===== config.mk =====
export PLATFORM = sky130hd
export DESIGN_NAME = mem_port_arbiter
export DESIGN_NICKNAME = d
export VERILOG_FILES = /design/src/rtl/mem_arb_pkg.sv /design/src/rtl/rr_arbiter3.sv /design/src/rtl/mem_port_arbiter.sv
export SDC_FILE = /design/constraint.sdc
export NUM_CORES = 2
export LEC_CHECK = 0
export ABC_AREA = 1
export CAP_MARGIN = 40
export CELL_PAD_IN_SITES_DETAIL_PLACEMENT = 0
export CELL_PAD_IN_SITES_GLOBAL_PLACEMENT = 1
export CORE_AREA = 5 5 684 686
export CTS_BUF_LIST = sky130_fd_sc_hd__clkbuf_8 sky130_fd_sc_hd__clkbuf_16
export DETAILED_ROUTE_END_ITERATION = 7
export DIE_AREA = 0 0 689 691
export PLACE_DENSITY_LB_ADDON = 0.12
export SLEW_MARGIN = 20
export SYNTH_ARGS = -nofsm -noshare
export SYNTH_HDL_FRONTEND = slang
export SYNTH_SLANG_ARGS = --single-unit

===== constraint.sdc =====
create_clock -name clock -period 2.4 [get_ports clock]
set_input_delay 0.48 -clock clock [delete_from_list [all_inputs] [get_ports clock]]
set_output_delay 0.48 -clock clock [all_outputs]
set_load 0.005 [all_outputs]

===== src/rtl/mem_arb_pkg.sv =====
// Shared types for the data-memory port arbiter: FSM states, requester IDs
// and the cache-line geometry used by the read-after-write check.
package mem_arb_pkg;

  localparam int LINE_OFFSET_BITS = 6;

  typedef enum logic [1:0] {
    IDLE    = 2'd0,
    RD_WAIT = 2'd1,
    WR_WAIT = 2'd2,
    RESP    = 2'd3
  } state_e;

  typedef enum logic [1:0] {
    IC = 2'd0,
    DC = 2'd1,
    ST = 2'd2
  } req_id_e;

  function automatic req_id_e next_req(input req_id_e id);
    case (id)
      IC:      return DC;
      DC:      return ST;
      default: return IC;
    endcase
  endfunction

endpackage


===== src/rtl/rr_arbiter3.sv =====
// Three-way round-robin grant over an eligibility mask; search starts at ptr
// and wraps IC -> DC -> ST. next_ptr is the requester after the winner.
module rr_arbiter3
  import mem_arb_pkg::*;
(
  input  logic    [2:0] eligible,
  input  req_id_e       ptr,
  output logic          grant_valid,
  output req_id_e       grant_id,
  output req_id_e       next_ptr
);

  logic [2:0] idx;

  // Walk from the farthest offset to the nearest so the closest eligible wins.
  always_comb begin
    grant_valid = 1'b0;
    grant_id    = IC;
    idx         = '0;
    for (int i = 2; i >= 0; i--) begin
      idx = {1'b0, ptr} + 3'(i);
      if (idx >= 3'd3) idx = idx - 3'd3;
      if (eligible[idx[1:0]]) begin
        grant_valid = 1'b1;
        grant_id    = req_id_e'(idx[1:0]);
      end
    end
    next_ptr = next_req(grant_id);
  end

endmodule


===== src/rtl/mem_port_arbiter.sv =====
// Single-outstanding arbiter sharing the data memory between icache fill,
// dcache fill and store buffer, with RAW line hazard blocking and a watchdog.
//
// state   | meaning
// IDLE    | arbitrate among eligible requesters, latch grant
// RD_WAIT | line read in flight, waiting for mem_read_done
// WR_WAIT | word write in flight, waiting for mem_write_done
// RESP    | one-cycle done pulse to the grantee
module mem_port_arbiter
  import mem_arb_pkg::*;
#(
  parameter int ADDR_W  = 32,
  parameter int LINE_W  = 512,
  parameter int DATA_W  = 32,
  parameter int TIMEOUT = 1023
) (
  input  logic              clock,
  input  logic              reset,
  input  logic              ic_req,
  input  logic [ADDR_W-1:0] ic_addr,
  output logic              ic_done,
  output logic [LINE_W-1:0] ic_line,
  input  logic              dc_req,
  input  logic [ADDR_W-1:0] dc_addr,
  output logic              dc_done,
  output logic [LINE_W-1:0] dc_line,
  input  logic              st_req,
  input  logic [ADDR_W-1:0] st_addr,
  input  logic [DATA_W-1:0] st_data,
  output logic              st_done,
  output logic [ADDR_W-1:0] mem_read_address,
  output logic              mem_read_req,
  input  logic              mem_read_done,
  input  logic [LINE_W-1:0] mem_data_out,
  output logic [ADDR_W-1:0] mem_write_address,
  output logic [DATA_W-1:0] mem_write_data,
  output logic              mem_write_request,
  input  logic              mem_write_done,
  output logic              timeout_err
);

  localparam int WD_W = $clog2(TIMEOUT + 1);
  localparam logic [WD_W-1:0] WD_LAST = WD_W'(TIMEOUT - 1);

  state_e          state;
  req_id_e         rr_ptr;
  req_id_e         gnt_q;
  logic [WD_W-1:0] wd_cnt;

  logic            raw_hit;
  logic [2:0]      eligible;
  logic            arb_valid;
  req_id_e         arb_id;
  req_id_e         arb_next;
  logic            wait_armed;

  assign raw_hit  = st_req && (dc_addr[ADDR_W-1:LINE_OFFSET_BITS] == st_addr[ADDR_W-1:LINE_OFFSET_BITS]);
  assign eligible = {st_req, dc_req && !raw_hit, ic_req};

  // The first wait cycle always has wd_cnt == 0, so a done left over from a
  // previous access is never taken as completion of the new one.
  assign wait_armed = (wd_cnt != '0);

  rr_arbiter3 u_rr (
    .eligible    (eligible),
    .ptr         (rr_ptr),
    .grant_valid (arb_valid),
    .grant_id    (arb_id),
    .next_ptr    (arb_next)
  );

  always_ff @(posedge clock) begin
    if (reset) begin
      state             <= IDLE;
      rr_ptr            <= IC;
      gnt_q             <= IC;
      wd_cnt            <= '0;
      ic_done           <= 1'b0;
      dc_done           <= 1'b0;
      st_done           <= 1'b0;
      ic_line           <= '0;
      dc_line           <= '0;
      mem_read_address  <= '0;
      mem_read_req      <= 1'b0;
      mem_write_address <= '0;
      mem_write_data    <= '0;
      mem_write_request <= 1'b0;
      timeout_err       <= 1'b0;
    end else begin
      ic_done <= 1'b0;
      dc_done <= 1'b0;
      st_done <= 1'b0;
      case (state)
        IDLE: begin
          if (arb_valid) begin
            gnt_q  <= arb_id;
            rr_ptr <= arb_next;
            wd_cnt <= '0;
            if (arb_id == ST) begin
              mem_write_address <= st_addr;
              mem_write_data    <= st_data;
              mem_write_request <= 1'b1;
              state             <= WR_WAIT;
            end else begin
              mem_read_address <= (arb_id == IC) ? ic_addr : dc_addr;
              mem_read_req     <= 1'b1;
              state            <= RD_WAIT;
            end
          end
        end
        RD_WAIT: begin
          if (mem_read_done && wait_armed) begin
            mem_read_req <= 1'b0;
            if (gnt_q == IC) begin
              ic_line <= mem_data_out;
              ic_done <= 1'b1;
            end else begin
              dc_line <= mem_data_out;
              dc_done <= 1'b1;
            end
            state <= RESP;
          end else if (wd_cnt == WD_LAST) begin
            timeout_err  <= 1'b1;
            mem_read_req <= 1'b0;
            wd_cnt       <= '0;
            state        <= IDLE;
          end else begin
            wd_cnt <= wd_cnt + 1'b1;
          end
        end
        WR_WAIT: begin
          if (mem_write_done && wait_armed) begin
            mem_write_request <= 1'b0;
            st_done           <= 1'b1;
            state             <= RESP;
          end else if (wd_cnt == WD_LAST) begin
            timeout_err       <= 1'b1;
            mem_write_request <= 1'b0;
            wd_cnt            <= '0;
            state             <= IDLE;
          end else begin
            wd_cnt <= wd_cnt + 1'b1;
          end
        end
        RESP: begin
          wd_cnt <= '0;
          state  <= IDLE;
        end
        default: state <= IDLE;
      endcase
    end
  end

endmodule

==> results.md <==
- Status: finished clean
- Core ar.: 461000 sq um
- Fin. Hold Viols: 0
- First-pass GRT wire length: 491000 microns
- Setup crit start: wd_cnt[6]
- Syn Inst Count: 5400
- Most common cell after layout, fill and taps aside: clkdlybuf4s50_1
- Mux cell area share after synthesis: 0%
- WP data arrival: 3.02 ns
- Final HPWL DP: 296000 microns
- Synthesized flop and latch total: 1142
- Die Footprint: 476000 sq um
- Max-cap violations: 0
- Vias: 46800
- Remaining routing DRC violations: 0
- Commonest non-fill, non-tap cells in the layout: clkdlybuf4s50_1 (1268), dfxtp_1 (1099), a21oi_1 (1073), inv_1 (763), nand2_1 (686)
- Slew margin rel.: 49.8%
- Tcrit/Tclk final: 96.0%
- Setup-failing EPs final: 0
- Setup WS post-layout: 0.0972 ns
- Number of global-route vias before repair: 46900
- Largest family of logic cells by synthesized area: compound AO/OA/AOI/OAI gates
- Initial DRC Count: 2167
- Synth Area in Compound Gates: 20.6%
- Post-Syn Area per Cell: 7.81 sq um
- Setup crit end: ic_line[265]
- Pwr Density: 839 nW/um^2
- Yosys cell types: 32
- GRT Resource Usage Total: 15.3%
- Adder-Cell Fraction of Synth Area: 0.237%
- TritonCTS clock tree: done
- Number of I/O port buffers: 1772
- Worst-Skew Late Latency: 0.90 ns
- R2R setup slack: 0.1 ns
- Clk sinks: 1142
- Vias per std cell: 3.40
- Die height: 691 microns
- Lkg Pwr: 0.0295 uW
- GPL Wtd Cong: 0.844
- Setup crit end kind: flip-flop
- Post-route ant nets: 0
- CTS Buf Count: 172
- Initial Util: 9.14%
- Share of layout cells above drive strength 1: 13.0%
- Final core utilization: 17.2%
- Dpl ws: -0.997 ns
- Site row count: 250
- Minimum clock period: 2.30 ns
- Simple-Gate Fraction of Synth Area: 13.9%
- CTS H-tree lvls: 4
- Footprint of the multi-input gates: 15500 sq um
- Synth top area cells: dfxtp_1 (54%), a21oi_1 (14%), nand3_1 (7.0%), o21ai_0 (7.0%), inv_1 (6.4%)
- Worst R2R Path Depth: 11
- WP data required: 3.12 ns
- Synth warn: 0
- Clock root buffer: clkbuf_16
- Worst-margin pin slew: 0.754 ns
- RSZ-0062 raised after global routing: yes
- Xor/xnor share of the synthesized area: 0.187%
- Worst min-delay path startpoint: st_addr[15]
- VDD IR max: 0.674 mV
- DR pass1 iterations: 5
- Nets: 8059
- Area share of the largest cell type after synthesis: 54.2%
- Fmax: 434 MHz
- Worst r2r dst: ic_line[265]
- Worst Skew: 0.0558 ns
- CP Launch Type: flip-flop
- Die X: 689 microns
- # IOs: 1773
- Worst-path maximum fanout: 48
- Clock transition at the registers of the reported paths: 0.06 ns
- Final WL: 385000 microns
- # fillers: 52000
- Reg2reg start: wd_cnt[6]
- Crit path kind: reg -> reg
- GRT overflow: 0
- Avg WL per Cell: 28.0 microns
- Largest net degree at the start of global routing: 116
- Hold Crit Class: in -> reg
- Seq/Total Area, Yosys: 54.2%
- Synthesized cell area: 42200 sq um
- Yosys top cell by area: dfxtp_1
- Reg area: 22900 sq um
- Final slew viol count: 0
- Initial antenna violation count: 242
- Net count after synthesis: 6055
- Layout area overhead: 88.1%
- Maximum root-to-sink buffer count: 4
[report_power, final]
group | switching, uW | internal [uW]
combinational | 11200 | 7780
sequential | 898 | 20400
clock | 10700 | 15500
[timing repair]
action,4_1_cts,5_1_grt
endpoints found under the setup margin,1463,963
gates resized for setup,821,280
hold endpoints to repair,8,0
gates cloned,55,25
setup buffers,98,17
pin swaps,14,28
hold buffers,1,0
[worst min-delay path by stage]
stage | to | slack (ns) | cells after the start
4_1_cts | ic_line[68] | 0.03 | 3
2_1_floorplan | dc_line[0] | 0.44 | 2
3_5_place_dp | dc_line[216] | 0.43 | 2
5_1_grt | mem_write_address[26] | 0.06 | 3
3_3_place_gp | dc_line[109] | 0.43 | 2
6_report | mem_write_address[15] | 0.14 | 3
[cells in the mapped netlist]
cell type	n
o21ai_2	1
nor4_2	1
a21o_1	1
inv_1	718
clkinv_1	2
a21oi_1	1142
nor3_1	5
nand3_1	590
xor2_1	3
inv_2	3
nand3_2	1
nor2_1	31
and3_1	1
nand2_1	693
buf_2	129
a21boi_0	1
buf_4	5
buf_6	3
dfxtp_1	1142
a211oi_1	2
clkbuf_1	290
nor4_1	6
nand2_4	1
nand4_1	4
nand3_4	2
o21ai_0	587
buf_1	13
a31oi_1	2
ha_1	8
nand2_2	6
o21ai_1	1
xnor2_1	6
[sequential cells by signal, indices dropped and copies added (netlist names), 10 cells and up]
register           count
dc_line              512
ic_line              512
mem_read_address      32
mem_write_address     32
mem_write_data        32
wd_cnt                10
[cell families (layout without fill, tap and decap cells)]
kind of cell,count (synthesis),count (layout)
AO/OA/AOI/OAI,1737,1737
XOR/XNOR,9,9
adder cells (fa/ha/maj),8,8
buffers and inverters,1163,3289
flip-flops,1142,1142
other,0,42
AND/OR/NAND/NOR,1341,1341
[critical path, cell delays in order (launching register included)]
cell     delay [ns]
dfxtp_2        0.32
nor2_2         0.11
nand3_2        0.11
nor4_4         0.37
inv_4          0.08
nand2_4        0.07
nor2_4         0.05
buf_4          0.15
buf_16         0.16
buf_4          0.33
nand3_1        0.12
a21oi_1        0.08
[metal layers]
metal,GRT usage [%],vias up,wire (microns)
met5,0,-,544
met4,3.93,84,12000
met3,5.56,703,31500
met2,28.5,1678,199000
met1,16.2,22500,142000
li1,-,21800,-
[layout make-up]
class,instances,area share [%]
diodes,42,0.132
clock buffers,209,6.12
clock inverters,87,0.968
inverters,723,3.44
multi-input cells,3095,19.6
flip-flops and latches,1142,28.9
well taps,6174,9.73
repair buffers,2270,31.1
[through the flow]
step                      hold WS (ns)  std cells  cell area (sq um)  total power [uW]  setup TNS, ns
after detailed placement         0.433      13200              69700             40100        -223.24
after CTS                       0.0347      13700              78100             68000          -5.53
after floorplan                  0.440       5400              42200             28700              0
after global placement           0.431      13200              69700             40200        -271.53
after global routing            0.0612      13700              79300             70300         -0.515
final                            0.142      13700              79400             66600              0
No activity file was read; power rests on OpenSTA's default activity.
